**config.mk**
```make
export PLATFORM = sky130hd
export DESIGN_NAME = fpga_row_cfg_loader
export DESIGN_NICKNAME = d
export VERILOG_FILES = /design/src/rtl/fpga_row_cfg_loader.sv
export SDC_FILE = /design/constraint.sdc
export NUM_CORES = 2
export LEC_CHECK = 0
export CAP_MARGIN = 20
export CORE_ASPECT_RATIO = 0.5
export CORE_MARGIN = 2
export CORE_UTILIZATION = 44
export DETAILED_ROUTE_END_ITERATION = 8
export GPL_TIMING_DRIVEN = 0
export HOLD_SLACK_MARGIN = 0.03
export PLACE_DENSITY = 0.67
export SYNTH_ARGS = -nofsm -noshare
export SYNTH_HDL_FRONTEND = slang
export SYNTH_SLANG_ARGS = --single-unit
```
**constraint.sdc**
```tcl
create_clock -name clk -period 6.8 [get_ports clk]
set_input_delay 1.7 -clock clk [delete_from_list [all_inputs] [get_ports clk]]
set_output_delay 1.7 -clock clk [all_outputs]
set_load 0.01 [all_outputs]
```
**src/rtl/fpga_row_cfg_loader.sv**
```systemverilog
// rtl/fpga_row_cfg_loader.sv - word-serial configuration loader for one FPGA row tile
// Frames are assembled in a shadow register and committed atomically only when the trailing XOR checksum matches.
module fpga_row_cfg_loader #(
  parameter int DATA_W   = 8,
  parameter int CFG_BITS = 632,
  localparam int WORDS   = CFG_BITS / DATA_W,
  localparam int CW      = $clog2(WORDS + 1)
) (
  input  logic              clk,
  input  logic              rst,
  input  logic              start,
  input  logic              in_valid,
  input  logic [DATA_W-1:0] in_data,
  output logic              in_ready,
  output logic              busy,
  output logic              done,
  output logic              error,
  output logic [179:0]      brbselect,
  output logic [431:0]      bsbselect,
  output logic [19:0]       lbselect
);

  localparam int BRB_LO = 0;
  localparam int BSB_LO = 180;
  localparam int LB_LO  = 612;

  typedef enum logic [2:0] {
    S_IDLE,
    S_LOAD,
    S_CHECK,
    S_DONE,
    S_ERR
  } state_t;

  state_t              state;
  state_t              state_nxt;
  logic [CW-1:0]       count;
  logic [DATA_W-1:0]   acc;
  logic [CFG_BITS-1:0] shadow;
  logic [CFG_BITS-1:0] active;
  logic                accept;
  logic                last_word;
  logic                match;
  logic                load_word;
  logic                commit;
  logic                fail;

  // A start pulse always wins over a word presented in the same cycle.
  assign accept    = in_valid & in_ready & ~start;
  assign last_word = (count == CW'(WORDS - 1));
  assign match     = (in_data == acc);

  always_ff @(posedge clk) begin
    if (rst) begin
      state <= S_IDLE;
    end else begin
      state <= state_nxt;
    end
  end

  always_comb begin
    state_nxt = state;
    in_ready  = 1'b0;
    busy      = 1'b0;
    load_word = 1'b0;
    commit    = 1'b0;
    fail      = 1'b0;
    case (state)
      S_IDLE, S_DONE, S_ERR: begin
        if (start) begin
          state_nxt = S_LOAD;
        end
      end
      S_LOAD: begin
        in_ready = 1'b1;
        busy     = 1'b1;
        if (start) begin
          state_nxt = S_LOAD;
        end else if (accept) begin
          load_word = 1'b1;
          if (last_word) begin
            state_nxt = S_CHECK;
          end
        end
      end
      S_CHECK: begin
        in_ready = 1'b1;
        busy     = 1'b1;
        if (start) begin
          state_nxt = S_LOAD;
        end else if (accept) begin
          if (match) begin
            commit    = 1'b1;
            state_nxt = S_DONE;
          end else begin
            fail      = 1'b1;
            state_nxt = S_ERR;
          end
        end
      end
      default: begin
        state_nxt = S_IDLE;
      end
    endcase
  end

  always_ff @(posedge clk) begin
    if (rst) begin
      count  <= '0;
      acc    <= '0;
      shadow <= '0;
    end else if (start) begin
      count <= '0;
      acc   <= '0;
    end else if (load_word) begin
      shadow[int'(count)*DATA_W +: DATA_W] <= in_data;
      acc   <= acc ^ in_data;
      count <= count + 1'b1;
    end
  end

  // Active selects only move on a verified commit, so a failed or aborted frame leaves the row untouched.
  always_ff @(posedge clk) begin
    if (rst) begin
      active <= '0;
      done   <= 1'b0;
      error  <= 1'b0;
    end else if (start && !busy) begin
      done  <= 1'b0;
      error <= 1'b0;
    end else if (commit) begin
      active <= shadow;
      done   <= 1'b1;
    end else if (fail) begin
      error <= 1'b1;
    end
  end

  assign brbselect = active[BRB_LO +: 180];
  assign bsbselect = active[BSB_LO +: 432];
  assign lbselect  = active[LB_LO  +: 20];

endmodule

```
==> results list <==
- Syn Inst Count: around 5800
- In this run the critical register-to-register path is launched from count[0]$_SDFFE_PP0P_.
* Mapped Nets: 5798
- Initial antenna violation count: 23
* Vias after detailed routing: slightly below 50000
* H-tree depth: 3
- Register share of total power: 50.6%
- Setup violations remaining at the end of the flow were counted as 8.
- The Yosys step of the flow raised 0 warnings.
- Worst path most repeated cell: sky130_fd_sc_hd__clkbuf_1
* Most frequently used flop master after synthesis: sky130_fd_sc_hd__dfxtp_1
* Max-slew violation count: 0
* Worst-case register-to-register setup slack: -0.03 ns
* Headroom to the max-slew limit: 2.145%
- The slowest stage of the critical path belongs to the cell sky130_fd_sc_hd__ha_1.
- The worst register-to-register path ends at shadow[184]$_SDFFE_PP0P_.
- Count leader, synth: sky130_fd_sc_hd__nand2_1
- In this run the power density over the cells is between 200 and 250 nW/um^2.
- Global routing consumed, over all layers together, between 30% and 40% of the routing resources.
- Input/output buffers: 642
- Net Switching: 3.449 mW
* Register area share after synthesis: 53.20%
- Between clock sinks in the finished design, the worst skew comes to about 0.024 ns.
- STA classifies the critical path startpoint as a flip-flop.
- Post-route fraction of the period consumed by the critical path: 100.4%
* Mean instance size in the synthesized netlist: between 8 and 9 sq um
- Once routing completed, OpenROAD measured the worst setup slack at -0.02719 ns.
* Reg2reg path depth: 15
- By area the synthesized netlist is led by sky130_fd_sc_hd__dfxtp_1 53%, sky130_fd_sc_hd__nand2_1 11%, sky130_fd_sc_hd__a21oi_1 9.4%.
* CP delay by family, top: buffers and inverters
* Dominant cell type by area after synthesis: sky130_fd_sc_hd__dfxtp_1
- Core footprint: 108300 sq um
- Counting instances, the worst hold path has a depth of 2.
* Cell variety after synth: 73
- STA classifies the critical path endpoint as a flip-flop.
- Number of sinks driven by the clock tree: between 1000 and 1500
* Max frequency: ~0.15 GHz
- Together, buffers and inverters on the worst path number 6.
- RSZ-0062 raised after global routing: no
- Sum of overflow across all layers after global routing: 0
* Crit path DAT: approximately 7.4 ns
- The via count of the first global-routing pass was between 40000 and 50000.
* Synthesized flop and latch total: 1284
* CP Data Required Time: approximately 7.4 ns
* Cell-internal power: about 11 mW
- Detail Route Antenna Nets: 0
- Die ar.: 112600 sq um
- The clock network burns 46.1% of the power.
- Register clock-pin slew on the reported worst setup and hold paths: 0.07 ns
- Worst hold slack: 0.4504 ns
* Setup TNS: -0.1533 ns
- Transition time at the pin with the least slew margin: about 1.5 ns
* Biggest cell delay along the critical path: 0.63 ns
- Fraction of power spent switching nets: between 20% and 30%
- Pin count of the biggest net entering global routing: 20
- After filler insertion, the fill cell instance count of the layout stands at ~9800.
- The top cell type by area accounts for 53.20% of the synthesized area.
- Along the worst path, the maximum fanout reaches 19.
- Initial Util: between 40% and 50%
- Of the cells placed in the final design, the portion with a size suffix greater than 1 is about 5.1%.
- The synthesized netlist occupies a cell area of between 40000 and 50000 sq um.
* Placed Instances: about 7900
- DRC violations left: 1
- After synthesis, the most frequently instantiated cells are 1428 x sky130_fd_sc_hd__nand2_1, 1284 x sky130_fd_sc_hd__dfxtp_1, 911 x sky130_fd_sc_hd__a21oi_1.
- Counting along the longest clock path gives a buffer depth of 3.
- Num ports: 648
- The count of cells in the finished layout, fillers not included, comes to 8139.
* Die outline height: 238.3 um
- Detailed placement HPWL: 180.0 mm
- Total power: ~15 mW
- The worst-case IR drop observed on VDD is 0.2037 mV.
* Path category of the worst min-delay check: flip-flop to flip-flop
- Clock tree root buffer cell: sky130_fd_sc_hd__clkbuf_16
- Routability-driven placement finished with a final weighted congestion of about 1.1.
- Area taken by multi-input logic gates: 20770 sq um
- Drt first pass iters: 9
- Gate power share: under 10%
- CTS tree: yes
- At the later pin of the worst-skew pair, clock insertion delay measures between 0.7 and 0.8 ns.
* Number of max-capacitance violations reported: 0
* Die X-Extent: approximately 470 um
- DRT Wirelength: 228.9 mm
* Status: complete, but fails checks
- Registers take 25700 sq um.
- The floorplan has between 80 and 90 rows.
- Clock tree synthesis inserted a total of 110 buffers.
- Wire length of the first global-routing pass: 315.3 mm
* Violations in the final reports: DRC, setup timing
* Final min period: between 6 and 7 ns
* Post-synth EDFFs: 0
- The area growth from synthesis to layout is 27.06%.
- Total count of hold-check failures in the final report: 0
- Leakage: 20.47 nW
- In this run, the number of DRC markers left after iteration 0 of detailed routing was 6230.
- In the final design database the tool counted around 6600 nets.
* Wire per inst: ~28 um
- The critical path is of the flip-flop to flip-flop type.
* Hold endpoint: active[352]$_SDFFE_PP0P_
* Via-per-instance ratio: 5.900
- Post-synth ARST share: 0%
- Worst hold path startpoint: active[352]$_SDFFE_PP0P_
- Critical path, cell by cell: buf_2 -> inv_1 -> ha_1 -> clkbuf_1 -> or3b_2 -> clkbuf_1 -> nor2_1 -> ha_1 -> nand2b_1 -> or3_1 -> clkbuf_1 -> nor4_4 -> clkbuf_1 -> nand2_1 -> mux2i_1
[registers in the layout (all words and copies together) (netlist names)]
signal,count
active,632
state,3
done,1
shadow,632
error,1
count,7
acc,8
[power groups by stage]
| stage | registers (mW) | logic [mW] | clock network, mW |
|---|---|---|---|
| after floorplan | 7.69 | 0.193 | 0 |
| after global placement | 7.69 | 0.417 | 0 |
| after detailed placement | 7.69 | 0.446 | 0 |
| after CTS | 7.52 | 0.448 | 6.83 |
| after global routing | 7.52 | 0.484 | 7.11 |
| final | 7.52 | 0.492 | 6.84 |
[how the worst max path moves through the flow]
stage,cells after the start,from,endpoint
floorplan,17,count[0]$_SDFFE_PP0P_,shadow[248]$_SDFFE_PP0P_
global placement,15,count[0]$_SDFFE_PP0P_,shadow[64]$_SDFFE_PP0P_
detailed placement,16,count[0]$_SDFFE_PP0P_,shadow[189]$_SDFFE_PP0P_
CTS,16,count[1]$_SDFFE_PP0P_,shadow[189]$_SDFFE_PP0P_
global route,15,count[0]$_SDFFE_PP0P_,shadow[208]$_SDFFE_PP0P_
finish,15,count[0]$_SDFFE_PP0P_,shadow[184]$_SDFFE_PP0P_
[stage by stage]
step | worst slack [ns] | area, sq um | util [%]
5_1_grt | 0.1232 | 61360 | 56.68
2_1_floorplan | 2.719 | 48320 | -
6_report | -0.02719 | 61390 | 56.70
3_5_place_dp | -0.1992 | 57290 | 52.91
3_3_place_gp | -0.5904 | 56540 | 52.22
4_1_cts | 0.3016 | 61170 | 56.50
[what timing repair did]
item	in CTS	in global routing
buffers inserted	0	0
gates resized for setup	3	2
endpoints found under the setup margin	74	54
pin swaps	0	0
hold buffers	0	0
[worst reg2reg max path, delay by kind of cell (launching register included)]
family / cells / cell delay [ns]
mux: 1 / 0.23
simple gates: 6 / 2.26
buf+inv: 6 / 2.59
flops: 1 / 0.61
fa+ha+maj: 2 / 0.98
[placed cells by master, fill, tap and decap left out, drive strengths merged, types with 11 or more instances in the layout]
| cell | Yosys | layout |
|---|---|---|
| nand4 | 121 | 121 |
| bufinv | 0 | 13 |
| nand3b | 89 | 89 |
| dfxtp | 1284 | 1284 |
| nand2 | 1431 | 1431 |
| nor4 | 17 | 17 |
| nor3 | 21 | 21 |
| o21ai | 447 | 447 |
| nor2 | 82 | 82 |
| mux2i | 208 | 208 |
| xor2 | 19 | 19 |
| o2111ai | 11 | 11 |
| clkdlybuf4s50 | 0 | 642 |
| inv | 13 | 14 |
| nor2b | 66 | 66 |
| a211oi | 14 | 14 |
| a21oi | 913 | 913 |
| clkbuf | 449 | 603 |
| clkinv | 2 | 30 |
| nand3 | 195 | 195 |
| nand2b | 242 | 242 |
| buf | 38 | 103 |
[layer usage]
layer	vias up	GRT usage [%]	share of wire, %
met2	2621	57.07	42
met1	23780	54.14	43
met5	-	0	0.0048
li1	21190	-	-
met3	428	12.52	12
met4	2	11.44	3.0
[area by class of cell]
class | count | area share [%]
Antenna cell | 10 | 0.04076
Buffer | 486 | 3.053
Clock buffer | 154 | 5.195
Clock inverter | 51 | 1.105
Inverter | 15 | 0.09172
Multi-Input combinational cell | 3996 | 33.84
Sequential cell | 1284 | 41.87
Tap cell | 1435 | 2.925
Timing Repair Buffer | 708 | 11.88
[logic make-up after synthesis]
kind of cell | share of synthesized area [%]
AND/OR/NAND/NOR | 22.22
AO/OA/AOI/OAI | 15.65
flip-flops | 53.20
buffers and inverters | 3.991
multiplexers | 4.332
XOR/XNOR | 0.5076
adder cells (fa/ha/maj) | 0.1036
No activity file was read; power rests on OpenSTA's default activity.
